### src/rtl/find_keypoints.sv
// find_keypoints: octave-1 SIFT scale-space extremum detector over three DoG layers held in 2-cycle-latency BRAMs
//   clk, rst_in (sync, active-high), start (scan pulse)
//   O1L{1,2,3}_read_addr / O1L{1,2,3}_data : layer BRAM read ports, data valid 2 cycles after address
//   O1key_write_addr, O1key_wea, O1_keypoint_out {is_max, y, x} : keypoint BRAM write port
//   keypoints_done (level until next start), O1_DOG_L1L2_done (pulse after last layer read issued)
module find_keypoints #(
  parameter int BIT_DEPTH = 8,
  parameter int DIMENSION = 4,
  localparam int AW = $clog2(DIMENSION*DIMENSION),
  localparam int CW = $clog2(DIMENSION)
) (
  input  logic                 clk,
  input  logic                 rst_in,
  input  logic                 start,
  output logic [AW-1:0]        O1L1_read_addr,
  input  logic [BIT_DEPTH-1:0] O1L1_data,
  output logic [AW-1:0]        O1L2_read_addr,
  input  logic [BIT_DEPTH-1:0] O1L2_data,
  output logic [AW-1:0]        O1L3_read_addr,
  input  logic [BIT_DEPTH-1:0] O1L3_data,
  output logic [AW-1:0]        O1key_write_addr,
  output logic                 O1key_wea,
  output logic [2*CW:0]        O1_keypoint_out,
  output logic                 keypoints_done,
  output logic                 O1_DOG_L1L2_done
);
  typedef enum logic [2:0] {IDLE, ISSUE, DRAIN, DECIDE, NEXT, DONE} state_t;
  state_t state, state_n;
  logic [3:0] ph, ph_n;
  logic [CW-1:0] x, y, x_n, y_n;
  logic [AW-1:0] rd_addr, addr_n, count;
  logic signed [BIT_DEPTH-1:0] c, d1, d2, d3;
  logic is_max, is_min, max_n, min_n, last, wrap, ctr, nb, decide_n;
  logic [1:0] dyp, dxp;
  int row, col;
  assign d1 = $signed(O1L1_data);
  assign d2 = $signed(O1L2_data);
  assign d3 = $signed(O1L3_data);
  assign O1L1_read_addr = rd_addr;
  assign O1L2_read_addr = rd_addr;
  assign O1L3_read_addr = rd_addr;
  // ph counts cycles within one candidate: 0-8 issue, 9-10 drain, 11 decide, 12 next
  always_comb begin
    state_n = state;
    ph_n = ph + 4'd1;
    x_n = x;
    y_n = y;
    last = x == CW'(DIMENSION-2) && y == CW'(DIMENSION-2);
    wrap = x == CW'(DIMENSION-2);
    case (state)
      IDLE, DONE: begin
        ph_n = 4'd0;
        if (start) begin
          state_n = ISSUE;
          x_n = CW'(1);
          y_n = CW'(1);
        end
      end
      ISSUE:  state_n = ph == 4'd8 ? DRAIN : ISSUE;
      DRAIN:  state_n = ph == 4'd10 ? DECIDE : DRAIN;
      DECIDE: state_n = NEXT;
      NEXT: begin
        state_n = last ? DONE : ISSUE;
        ph_n = 4'd0;
        x_n = wrap ? CW'(1) : x + CW'(1);
        y_n = wrap ? y + CW'(1) : y;
      end
      default: state_n = IDLE;
    endcase
    // neighbour offsets +1 so they stay unsigned: centre first, then row-major 3x3 minus centre
    dyp = ph_n == 4'd0 ? 2'd1 : ph_n < 4'd4 ? 2'd0 : ph_n < 4'd6 ? 2'd1 : 2'd2;
    dxp = ph_n == 4'd0 ? 2'd1 :
          (ph_n == 4'd1 || ph_n == 4'd4 || ph_n == 4'd6) ? 2'd0 :
          (ph_n == 4'd2 || ph_n == 4'd7) ? 2'd1 : 2'd2;
    row = int'(y_n) + int'(dyp) - 1;
    col = int'(x_n) + int'(dxp) - 1;
    addr_n = AW'(row * DIMENSION + col);
    // return k lands at ph k+2: ph 2 carries the centre, ph 3..10 the eight neighbours
    ctr = state == ISSUE && ph == 4'd2;
    nb = (state == ISSUE || state == DRAIN) && ph >= 4'd3;
    max_n = ctr ? !(d1 > d2) && !(d3 > d2) : nb ? is_max && d1 < c && d2 < c && d3 < c : is_max;
    min_n = ctr ? !(d1 < d2) && !(d3 < d2) : nb ? is_min && d1 > c && d2 > c && d3 > c : is_min;
    decide_n = state == DRAIN && ph == 4'd10;
  end
  always_ff @(posedge clk) begin
    if (rst_in) begin
      state <= IDLE;
      ph <= '0;
      x <= '0;
      y <= '0;
      c <= '0;
      is_max <= 1'b0;
      is_min <= 1'b0;
      rd_addr <= '0;
      count <= '0;
      O1key_write_addr <= '0;
      O1key_wea <= 1'b0;
      O1_keypoint_out <= '0;
      keypoints_done <= 1'b0;
      O1_DOG_L1L2_done <= 1'b0;
    end else begin
      state <= state_n;
      ph <= ph_n;
      x <= x_n;
      y <= y_n;
      is_max <= max_n;
      is_min <= min_n;
      if (ctr) c <= d2;
      if (state_n == ISSUE) rd_addr <= addr_n;
      // flags are final once the last neighbour is folded in, so the write is registered on DECIDE entry
      O1key_wea <= decide_n && (max_n || min_n);
      if (decide_n) O1key_write_addr <= count;
      if (decide_n && (max_n || min_n)) O1_keypoint_out <= {max_n, y, x};
      if ((state == IDLE || state == DONE) && start) begin
        count <= '0;
        O1key_write_addr <= '0;
        keypoints_done <= 1'b0;
      end else begin
        if (state == DECIDE && O1key_wea) count <= count + AW'(1);
        if (state == NEXT && last) keypoints_done <= 1'b1;
      end
      O1_DOG_L1L2_done <= state == ISSUE && ph == 4'd8 && last;
    end
  end
endmodule

### config.mk
export PLATFORM = sky130hd
export DESIGN_NAME = find_keypoints
export DESIGN_NICKNAME = d
export VERILOG_FILES = /design/src/rtl/find_keypoints.sv
export SDC_FILE = /design/constraint.sdc
export NUM_CORES = 1
export LEC_CHECK = 0
export ABC_AREA = 1
export CORE_MARGIN = 3
export CORE_UTILIZATION = 58
export CTS_CLUSTER_DIAMETER = 120
export DETAILED_ROUTE_END_ITERATION = 12
export PLACE_DENSITY = 0.83
export SKIP_CTS_REPAIR_TIMING = 1
export SYNTH_ARGS = -nofsm -noshare
export SYNTH_HDL_FRONTEND = slang
export SYNTH_SLANG_ARGS = --single-unit
export TNS_END_PERCENT = 20
### constraint.sdc
create_clock -name clk -period 4.2 [get_ports clk]
set_clock_uncertainty 0.2 [all_clocks]
set_input_delay 0.84 -clock clk [delete_from_list [all_inputs] [get_ports clk]]
set_output_delay 0.84 -clock clk [all_outputs]
set_load 0.02 [all_outputs]
==> summary by stage <==
Pwr
For this design the static power due to leakage is approximately 1.7 nW. The maximum vdd ir drop is between 0.3 and 0.4 mV. In this run the power density over the cells is 285.6 nW/um2.

Critical path
The kind of capture point of the worst setup path is a flop. The worst setup path is launched from a flop. Of all nets on the critical path, the largest fanout is 5. At the worst endpoint, the arrival time is 3.41 ns.

The data required time at the worst endpoint is 4.20 ns. The delay of the slowest critical-path stage is 0.42 ns. The slack of the worst reg-to-reg path is 0.78 ns. The cell repeated most along the worst path is sky130_fd_sc_hd__inv_1. The signal on the critical path passes through ha_1 > xor2_1 > nand2_1 > o21ai_0 > nand4_1 > o21ai_0 > inv_1 > o21ai_0 > ha_1 > inv_1 > ha_1 > inv_1 > fa_1 > xor2_1 > nand2_1 > nand2_1 > o21ai_1 > inv_1. On the critical path, the stage with the largest delay is an instance of sky130_fd_sc_hd__dfxtp_1.

The critical path start-end classification is flop to flop.

Yosys
The share of synthesized registers carrying an async set or reset is 0%. The count of synthesis-stage warnings from yosys is 0. The count of distinct cell types in the synthesized netlist is 44. The number of synthesized register bits is 41. When the netlist entered floorplanning its net count stood at 509. Among all flip-flop cells after synthesis, the most frequent one is sky130_fd_sc_hd__dfxtp_1.

The sequential share of the synthesized area is 26.58%. By area the synthesized netlist is led by sky130_fd_sc_hd__dfxtp_1 (27%), sky130_fd_sc_hd__ha_1 (20%), sky130_fd_sc_hd__nand2_1 (9.8%), sky130_fd_sc_hd__inv_1 (8.1%), sky130_fd_sc_hd__a21oi_1 (5.5%). The mean instance size in the synthesized netlist is about 7.1 um2.

The number of instances in the synthesized netlist is between 400 and 500. The biggest area consumer among synthesized cells is sky130_fd_sc_hd__dfxtp_1. The synthesized design contains 0 enable-type register cells. After synthesis the cells add up to 3088 um2. The share of synthesized area in the top cell type comes to 26.58%.

Hold path
In this run the worst hold path is classified as flop to flop.

Timing
Setup violations remaining at the end of the flow were counted as 0. Once routing completed, OpenROAD measured the worst setup slack at 0.7827 ns. Setup repair after global routing left no endpoint under its margin. The minimum clock period after layout is around 3.4 ns. The share of the clock period used by the worst path after layout is 81.36%. Adding up every negative setup slack in the final design gives 0 ns. The number of endpoints with negative hold slack in the final report is 0. The worst slew margin relative to its limit is between 50 and 60%. The number of pins exceeding their max-slew limit in the final report is 0. For this run, the top clock speed supported by timing is 292.6 MHz. At the pin with the least slew margin, the transition time is 0.6569 ns.

Place
The total cell area at the placement stage is 3596 um2. The global placement routability congestion is 0.9063. Before CTS, the worst setup slack after placement is 0.7280 ns.

The number of cells after detailed placement is 537. The number of port buffers is 50. Detailed placement finished with a half-perimeter wire length of around 5400 um.

Routing
The number of vias per cell after detailed routing is ~5.2. In this run, the number of DRC markers left after iteration 0 of detailed routing was 82. For this block, the routed nets add up to 6950 um of wire.

Once detail routing completed, the nets flagged for antenna violations numbered 0. The number of remaining DRC errors is 0. Dividing the detail-routed wire length by the instance count gives 12.75 um. The overall via count from detail_route is ~2800. The detailed-router iteration count before antenna repair is 4.

Final layout
The filler cell count in the final layout is 416. Summing all multi-input logic gate instances after layout gives 1893 um2. At the end of the flow, the number of nets in the layout was 554. The repair_antennas step left the layout with diodes totalling 0. The fraction of final layout cells with drive strength greater than 1 is 7.322%. For this run, the number of standard cells in the final layout without fillers is 545.

The area taken by flip-flops and latches is 820.8 um2. The post-route standard cell area excluding fillers is 3716 um2. The area growth from synthesis to layout is 20.34%.

Clock network
At the later pin of the worst-skew pair, clock insertion delay measures 0.30 ns. The maximum level of the CTS H-tree is 2. Counting along the longest clock path gives a buffer depth of 2. The CTS root buffer is sky130_fd_sc_hd__clkbuf_8. The clock-pin transition on the worst setup and hold timing paths is 0.08 ns.

The clock tree from TritonCTS is yes. Buffers inserted during clock tree synthesis total 5. The CTS sink count is a little over 40.

GRT
Global routing used 23.58% of the available tracks across all layers. The via count of the first global-routing pass was 2714. The wire length of the first global-routing pass is 11980 um.

The pin count of the biggest net entering global routing is 21. The number of antenna violations at the first check in global routing was 0. For this run the aggregate overflow at the end of global routing stands at 0.

Floorplan
The overall die area is between 6000 and 7000 um2. The die extent in y is 78.97 um. The floorplan has 25 rows. The starting density of the core is 62.48%.

The total core area is roughly 4900 um2. The I/O pin total is 51. The die is between 70 and 80 um wide.

Outcome
The run finished with clean final reports.

Flow run
Max-cap violations in this run came to 0.
[final timing paths]
kind                            start                   to  cells after the start
setup / recovery                ph[0]    O1L1_read_addr[3]                     18
hold / removal    O1key_write_addr[0]  O1key_write_addr[0]                      2
setup reg to reg                ph[0]    O1L1_read_addr[3]                     18
hold reg to reg   O1key_write_addr[0]  O1key_write_addr[0]                      2
[kinds of logic (layout without fill, tap and decap cells)]
group	Yosys count	in the layout	share of synthesized area (%)
adders and majority gates	50	50	20.50
and+or+nand+nor	174	174	25.16
DFF	41	41	26.58
buffers and inverters	89	135	12.11
xor gates and xnor gates	6	6	1.945
AOI/OAI and AO/OA	72	72	13.70
[layout make-up]
class	count	area share [%]
repair buffers	52	13.87
well taps	67	2.256
flip-flops and latches	41	22.09
clock inverters	2	1.010
multi-input cells	302	50.94
clock buffers	6	2.222
inverters	75	7.609
[state kept, by name (all words and copies together) (netlist names)]
signal	cells
O1_keypoint_out	5
is_max	1
state	3
y	2
is_min	1
O1key_write_addr	4
x	2
O1L1_read_addr	4
count	4
ph	4
O1_DOG_L1L2_done	1
O1key_wea	1
keypoints_done	1
c	8
[per-layer routing]
| metal | wire [um] | GRT usage (%) | up-vias |
|---|---|---|---|
| met2 | 3215 | 38.80 | 51 |
| met5 | 0 | 0 | - |
| met4 | 58 | 6.186 | 0 |
| li1 | - | - | 1487 |
| met1 | 3452 | 32.02 | 1263 |
| met3 | 224 | 3.855 | 7 |
[cell usage in the layout, fill, tap and decap left out, drive strengths merged]
cell type / n
a21oi: 36
fa: 1
bufinv: 1
nand3b: 1
ha: 49
a311oi: 1
clkbuf: 6
nor2: 52
o21a: 2
nand3: 16
o211ai: 3
nor4: 3
xor2: 5
nand2: 81
and3: 1
clkdlybuf4s50: 50
a21boi: 1
o21bai: 2
clkinv: 2
nor3b: 1
nor3: 6
a31oi: 2
xnor2: 1
inv: 73
buf: 2
clkinvlp: 1
nand4: 9
a21o: 1
or2: 4
dfxtp: 41
o21ai: 24
[Yosys cell counts (2+ instances only)]
cell	n
sky130_fd_sc_hd__nand4_1	9
sky130_fd_sc_hd__ha_1	49
sky130_fd_sc_hd__nor3_1	5
sky130_fd_sc_hd__buf_4	9
sky130_fd_sc_hd__a31oi_1	2
sky130_fd_sc_hd__nor4_1	2
sky130_fd_sc_hd__a21oi_1	34
sky130_fd_sc_hd__o211ai_1	3
sky130_fd_sc_hd__o21ai_1	6
sky130_fd_sc_hd__o21bai_1	2
sky130_fd_sc_hd__nor2_2	5
sky130_fd_sc_hd__inv_1	67
sky130_fd_sc_hd__a21oi_2	2
sky130_fd_sc_hd__nand2_1	81
sky130_fd_sc_hd__dfxtp_1	41
sky130_fd_sc_hd__buf_2	4
sky130_fd_sc_hd__o21ai_4	2
sky130_fd_sc_hd__o21ai_0	15
sky130_fd_sc_hd__xor2_1	4
sky130_fd_sc_hd__nor2_1	45
sky130_fd_sc_hd__nor2_4	2
sky130_fd_sc_hd__o21a_1	2
sky130_fd_sc_hd__nand3_1	15
sky130_fd_sc_hd__inv_2	6
[through the flow]
step	total power, W	hold WS (ns)	utilization [%]
6_report	0.001061	0.2669	75.19
5_1_grt	0.001119	0.3021	75.19
4_1_cts	0.001063	0.2685	75.19
3_5_place_dp	0.0007273	0.2570	72.76
3_3_place_gp	0.0007157	0.2474	72.76
2_1_floorplan	0.0006310	0.2570	-
[worst max-delay path: cells and delay by family (launching register included)]
family                     cells  cell delay (ns)
adders and majority gates      4             1.03
buffers and inverters          4             0.23
AOI/OAI and AO/OA              4             0.61
DFF                            1             0.42
and+or+nand+nor                4             0.43
xor gates and xnor gates       2             0.41
[report_power, final]
part	switching (W)	internal (W)	leakage, nW
sequential	0.0000156	0.000402	0.332
clock	0.000146	0.000193	0.0574
combinational	0.000168	0.000136	1.29
Note: power is estimated with default switching activity, not from simulation.
